<file path="src/rtl/buyruk_bellegi_hakem_pkg.sv">
// Shared constants and types for the instruction-memory arbiter.
// This file plays the role of sabitler.vh: it holds the default address width
// and the state / owner-tag encodings, and must be compiled before the other
// rtl/ files.
// Optional feature macro: BB_YAZMA_KILIDI_EN (host write lock in RUN).
`ifndef BB_SABITLER_TANIMLI
`define BB_SABITLER_TANIMLI
`ifndef BB_ADRES_BIT
`define BB_ADRES_BIT 8
`endif
`define BB_HAKEM_BOOT 1'b0
`define BB_HAKEM_RUN  1'b1
`define BB_SAHIP_YOK   2'd0
`define BB_SAHIP_GETIR 2'd1
`define BB_SAHIP_YUK   2'd2
`endif

package buyruk_bellegi_hakem_pkg;

    typedef enum logic {
        HAKEM_BOOT = `BB_HAKEM_BOOT,
        HAKEM_RUN  = `BB_HAKEM_RUN
    } hakem_durum_e;

    typedef enum logic [1:0] {
        SAHIP_YOK   = `BB_SAHIP_YOK,
        SAHIP_GETIR = `BB_SAHIP_GETIR,
        SAHIP_YUK   = `BB_SAHIP_YUK
    } sahip_e;

endpackage

</file>
<file path="src/rtl/buyruk_bellegi_hakem_rr_hakem.sv">
// Two-way round-robin grant for the port-1 read requesters (fetch, host).
// The pointer only moves on contested cycles and then points at the loser.
module buyruk_bellegi_rr_hakem (
    input  logic clk_i,
    input  logic rst_ni,
    input  logic istek_getir_i,
    input  logic istek_yuk_i,
    output logic kabul_getir_o,
    output logic kabul_yuk_o
);

    // 0 favours fetch, 1 favours host
    logic isaret_q, isaret_d;
    logic cekisme;

    // Grant selection and pointer update
    always_comb begin
        cekisme       = istek_getir_i & istek_yuk_i;
        kabul_getir_o = istek_getir_i & (~istek_yuk_i | ~isaret_q);
        kabul_yuk_o   = istek_yuk_i & (~istek_getir_i | isaret_q);
        isaret_d      = isaret_q;
        if (cekisme) begin
            isaret_d = ~isaret_q;
        end
    end

    // Pointer register, reset favours fetch
    always_ff @(posedge clk_i or negedge rst_ni) begin
        if (!rst_ni) begin
            isaret_q <= 1'b0;
        end else begin
            isaret_q <= isaret_d;
        end
    end

endmodule

</file>
<file path="src/rtl/buyruk_bellegi_hakem.sv">
// Arbiter/sequencer sharing the instruction SRAM (port 0 1RW, port 1 1R)
// between the core fetch unit and the host loader. Fetch is held off in BOOT;
// port-1 contention is round-robin; a registered owner tag routes the
// one-cycle-latency read data.
// Optional feature macro: BB_YAZMA_KILIDI_EN (host writes ignored in RUN,
// reported on yuk_hata_o).
module buyruk_bellegi_hakem
    import buyruk_bellegi_hakem_pkg::*;
#(
    parameter int ADRES_BIT = `BB_ADRES_BIT
) (
    input  logic                 clk_i,
    input  logic                 rst_ni,
    input  logic                 getir_istek_i,
    input  logic [ADRES_BIT-1:0] getir_adres_i,
    output logic                 getir_kabul_o,
    output logic [31:0]          getir_veri_o,
    output logic                 getir_gecerli_o,
    input  logic                 yuk_istek_i,
    input  logic                 yuk_yaz_i,
    input  logic [3:0]           yuk_maske_i,
    input  logic [ADRES_BIT-1:0] yuk_adres_i,
    input  logic [31:0]          yuk_veri_i,
    output logic                 yuk_kabul_o,
    output logic [31:0]          yuk_veri_o,
    output logic                 yuk_gecerli_o,
`ifdef BB_YAZMA_KILIDI_EN
    output logic                 yuk_hata_o,
`endif
    input  logic                 yuk_bitti_i,
    output logic                 calisiyor_o,
    output logic                 csb0,
    output logic                 web0,
    output logic [3:0]           wmask0,
    output logic [ADRES_BIT-1:0] addr0,
    output logic [31:0]          din0,
    input  logic [31:0]          dout0,
    output logic                 csb1,
    output logic [ADRES_BIT-1:0] addr1,
    input  logic [31:0]          dout1
);

    hakem_durum_e durum_q, durum_d;
    sahip_e       sahip_q, sahip_d;
    logic [31:0]  getir_veri_q, yuk_veri_q;

    logic calisma;
    logic yaz_istek, yaz_kilitli, yaz_etkin, carpisma;
    logic getir_oku, yuk_oku;
    logic kabul_getir, kabul_yuk_oku;
    logic unused_dout0;

    assign unused_dout0 = ^dout0;
    assign calisma      = (durum_q == HAKEM_RUN);

    // Write path, collision detection and read requests; all gated by reset
    always_comb begin
        yaz_istek   = rst_ni & yuk_istek_i & yuk_yaz_i;
`ifdef BB_YAZMA_KILIDI_EN
        yaz_kilitli = calisma;
`else
        yaz_kilitli = 1'b0;
`endif
        yaz_etkin   = yaz_istek & (|yuk_maske_i) & ~yaz_kilitli;
        carpisma    = yaz_etkin & (getir_adres_i == yuk_adres_i);
        getir_oku   = rst_ni & calisma & getir_istek_i & ~carpisma;
        yuk_oku     = rst_ni & yuk_istek_i & ~yuk_yaz_i;
    end

    buyruk_bellegi_rr_hakem u_rr (
        .clk_i         (clk_i),
        .rst_ni        (rst_ni),
        .istek_getir_i (getir_oku),
        .istek_yuk_i   (yuk_oku),
        .kabul_getir_o (kabul_getir),
        .kabul_yuk_o   (kabul_yuk_oku)
    );

    // Grants, SRAM port drive, next state and next owner
    always_comb begin
        getir_kabul_o = kabul_getir;
        yuk_kabul_o   = yaz_istek | kabul_yuk_oku;
        csb0          = ~yaz_etkin;
        web0          = ~yaz_etkin;
        wmask0        = yaz_etkin ? yuk_maske_i : 4'h0;
        addr0         = yuk_adres_i;
        din0          = yuk_veri_i;
        csb1          = ~(kabul_getir | kabul_yuk_oku);
        addr1         = kabul_yuk_oku ? yuk_adres_i : getir_adres_i;
        durum_d       = durum_q;
        if (durum_q == HAKEM_BOOT && yuk_bitti_i) begin
            durum_d = HAKEM_RUN;
        end
        sahip_d = SAHIP_YOK;
        if (kabul_getir) begin
            sahip_d = SAHIP_GETIR;
        end else if (kabul_yuk_oku) begin
            sahip_d = SAHIP_YUK;
        end
    end

    // Read data routing: the owner sees dout1 live, the other holds its last value
    always_comb begin
        getir_gecerli_o = (sahip_q == SAHIP_GETIR);
        yuk_gecerli_o   = (sahip_q == SAHIP_YUK);
        getir_veri_o    = getir_gecerli_o ? dout1 : getir_veri_q;
        yuk_veri_o      = yuk_gecerli_o ? dout1 : yuk_veri_q;
        calisiyor_o     = calisma;
    end

    // State, owner tag and captured read data
    always_ff @(posedge clk_i or negedge rst_ni) begin
        if (!rst_ni) begin
            durum_q      <= HAKEM_BOOT;
            sahip_q      <= SAHIP_YOK;
            getir_veri_q <= 32'h0;
            yuk_veri_q   <= 32'h0;
        end else begin
            durum_q <= durum_d;
            sahip_q <= sahip_d;
            if (sahip_q == SAHIP_GETIR) begin
                getir_veri_q <= dout1;
            end
            if (sahip_q == SAHIP_YUK) begin
                yuk_veri_q <= dout1;
            end
        end
    end

`ifdef BB_YAZMA_KILIDI_EN
    logic hata_q;

    // Flags a host write dropped by the RUN-state lock
    always_ff @(posedge clk_i or negedge rst_ni) begin
        if (!rst_ni) begin
            hata_q <= 1'b0;
        end else begin
            hata_q <= yaz_istek & yaz_kilitli;
        end
    end

    assign yuk_hata_o = hata_q;
`endif

endmodule

</file>
<file path="config.mk">
export PLATFORM = sky130hd
export DESIGN_NAME = buyruk_bellegi_hakem
export DESIGN_NICKNAME = d
export VERILOG_FILES = /design/src/rtl/buyruk_bellegi_hakem_pkg.sv /design/src/rtl/buyruk_bellegi_hakem_rr_hakem.sv /design/src/rtl/buyruk_bellegi_hakem.sv
export SDC_FILE = /design/constraint.sdc
export NUM_CORES = 1
export LEC_CHECK = 0
export ABC_AREA = 1
export BUFFER_PORTS_ARGS = -buffer_cell sky130_fd_sc_hd__buf_2
export CORE_AREA = 2 2 95 97
export CTS_CLUSTER_DIAMETER = 50
export CTS_CLUSTER_SIZE = 25
export DETAILED_ROUTE_END_ITERATION = 8
export DIE_AREA = 0 0 97 99
export PLACE_DENSITY = 0.85
export SLEW_MARGIN = 10
export SYNTH_ARGS = -nofsm -noshare
export SYNTH_HDL_FRONTEND = slang
export SYNTH_SLANG_ARGS = --single-unit
</file>
<file path="constraint.sdc">
create_clock -name clk_i -period 2.3 [get_ports clk_i]
set_input_delay 0 -clock clk_i [delete_from_list [all_inputs] [get_ports clk_i]]
set_output_delay 0 -clock clk_i [all_outputs]
set_load 0.05 [all_outputs]
</file>
==> flow_summary.json <==
{
  "status": "finished clean",
  "synth_edf_count": 0,
  "drive_gt1_share_pct": 33.5,
  "required_ns": 2.30,
  "ir_drop_mv": 0.557,
  "wl_per_cell_um": 12.8,
  "max_freq_ghz": 0.488,
  "core-area_sq_um": 8550,
  "root_buffer": "clkbuf_8",
  "setup_viol": 0,
  "skew_ns": 0.00760,
  "drv_cap": 0,
  "die_h_um": 99,
  "grt_usage_pct": 17.6,
  "r2r-start": "sahip_q[1]",
  "arrival_ns": 2.05,
  "first_pass_iters": 4,
  "htreeDepth": 3,
  "hp-class": "in -> out",
  "fin_total_pwr_uw": 4420,
  "gr-total-overflow": 0,
  "synth_cells": 398,
  "holdCritStartpoint": "yuk_veri_i[31]",
  "start_util_pct": 38.4,
  "syn_to_final_growth_pct": 33.6,
  "dp_hpwl_um": 5480,
  "drt_wl_total_um": 8370,
  "rrSetupSlack_ns": 1.10,
  "hold_viol_final": 0,
  "cts_tree": "done",
  "clock_path_buffers": 2,
  "path_class": "in -> out",
  "power_density_nw_per_um2": 1010,
  "layout.nets": 664,
  "antenna_found_initial": 0,
  "die_w_um": 97,
  "synth-main-ff-cell": "dfrtp_1",
  "ys_top_cells_by_count": "103 x nand2_1, 68 x dfrtp_1, 64 x o21ai_0",
  "row_count": 34,
  "synth.net_count": 520,
  "synth-seq-cells": 68,
  "async_flop_share_pct": 100,
  "yosysSeqAreaShare_pct": 51.8,
  "whs_path_depth": 0,
  "final_util_pct": 51.4,
  "synth_top_area_share_pct": 51.8,
  "finalCriticalPeriod_ns": 2.05,
  "grt_pass1_vias": 2935,
  "clk_latency_ns": 0.33,
  "grt_pass1_wl_um": 13600,
  "io_pins": 246,
  "ant_nets": 0,
  "period_share_pct": 89.0,
  "grt_max_degree": 60,
  "slew_viol_final": 0,
  "vias": 3009,
  "hold_end": "din0[31]",
  "p_leak_uw": 0.00249,
  "reg2regPathDepth": 6,
  "start_kind": "input port",
  "drt_iter0_markers": 109,
  "postCtsSetupRepairBufs": 0,
  "relSlewSlack_pct": 50.7,
  "numCtsBuffers": 9,
  "syn_area_sq_um": 3290,
  "cts_sinks": 68,
  "tightest_slew_ns": 0.740,
  "antenna_cells": 0,
  "syn_area_per_cell_sq_um": 8.26,
  "synthTopCellsByArea": "dfrtp_1 52%, nand2_1 12%, o21ai_0 9.7%, buf_4 9.4%, inv_1 5.9%",
  "rsz0062_at_grt": "false",
  "via_per_inst": 4.59,
  "rr_endpoint": "yuk_veri_q[13]",
  "cp_max_fo": 13,
  "route.detailed.drc": 0,
  "numPortBuffers": 149,
  "dieArea_sq_um": 9600,
  "ys.warnings.count": 0,
  "synth_top_area_cell": "dfrtp_1",
  "endpoint_kind": "output pin",
  "yosys.cell_types.count": 21,
  "synth_most_common_cell": "nand2_1",
  "gp_congestion": 0.766
}
layout make-up:
class | instances | area, sq um
Fill cell | 778 | 4160
Inverter | 57 | 214
Clock buffer | 9 | 124
Clock inverter | 7 | 75.1
Timing Repair Buffer | 189 | 1130
Multi-Input combinational cell | 217 | 1010
Sequential cell | 68 | 1700
Tap cell | 108 | 135
through the flow:
| stage | cell area [sq um] | instances | hold WS [ns] | setup slack [ns] | TNS [ns] |
|---|---|---|---|---|---|
| 2_1_floorplan | 3290 | 398 | -0.296 | -0.172 | -5.51 |
| 3_3_place_gp | 3840 | 605 | -0.104 | 0.821 | 0 |
| 3_5_place_dp | 3840 | 605 | -0.0959 | 0.811 | 0 |
| 4_1_cts | 4380 | 655 | 0.000341 | 0.209 | 0 |
| 5_1_grt | 4390 | 655 | 0.0000794 | 0.0216 | 0 |
| 6_report | 4390 | 655 | 0.0000220 | 0.252 | 0 |
report_power, final:
part / total (uW) / internal (uW) / switching (uW)
sequential: 1530 / 1460 / 75.9
clock: 967 / 504 / 464
combinational: 1920 / 420 / 1500
total: 4420 / 2380 / 2040
worst max-delay path by stage:
stage	from	to	slack, ns	cells after the start
3_3_place_gp	rst_ni	csb1	0.82	8
4_1_cts	rst_ni	csb1	0.21	9
6_report	rst_ni	csb1	0.25	9
3_5_place_dp	rst_ni	csb1	0.81	8
5_1_grt	rst_ni	csb1	0.02	9
2_1_floorplan	sahip_q[0]	yuk_veri_q[0]	-0.17	4
cells by family (layout without fill, tap and decap cells):
family,after synthesis,count (layout),synth area share (%)
buf+inv,113,262,17.8
flops,68,68,51.8
simple gates,146,146,18.4
xor+xnor,4,4,1.07
compound gates,67,67,11.0
timing repair:
action,4_1_cts,5_1_grt
gates resized for setup,0,1
endpoints found under the setup margin,0,3
hold buffers,34,0
hold endpoints to repair,72,0
per-layer routing:
metal	part of all wire (%)	up-vias	GRT usage (%)
li1	-	1480	-
met1	41	1385	20.1
met2	52	134	31.7
met3	6.2	10	4.89
met4	0.86	0	6.18
met5	0	-	0
layout by cell type, fill, tap and decap left out, drive strengths merged, types with 3 or more instances in the layout:
master,instances
xnor2,3
dfrtp,68
clkinvlp,3
clkbuf,9
dlygate4sd3,34
inv,56
nand3,22
nand2,104
nor2,18
clkinv,4
o21ai,65
buf,155
critical path, stage by stage:
cell and delay (ns):
dlygate4sd3_1 0.56, buf_2 0.31, nand2_1 0.11, nor2_2 0.11
nand2_1 0.26, nand3_4 0.26, inv_2 0.08, nor2_1 0.08
buf_2 0.26
sequential cells by signal, summed over array words and instances, names as in the netlist:
signal,flops
calisiyor_o,1
u_rr.isaret_q,1
sahip_q,2
yuk_veri_q,32
getir_veri_q,32
(Power assumes the default switching activity.)
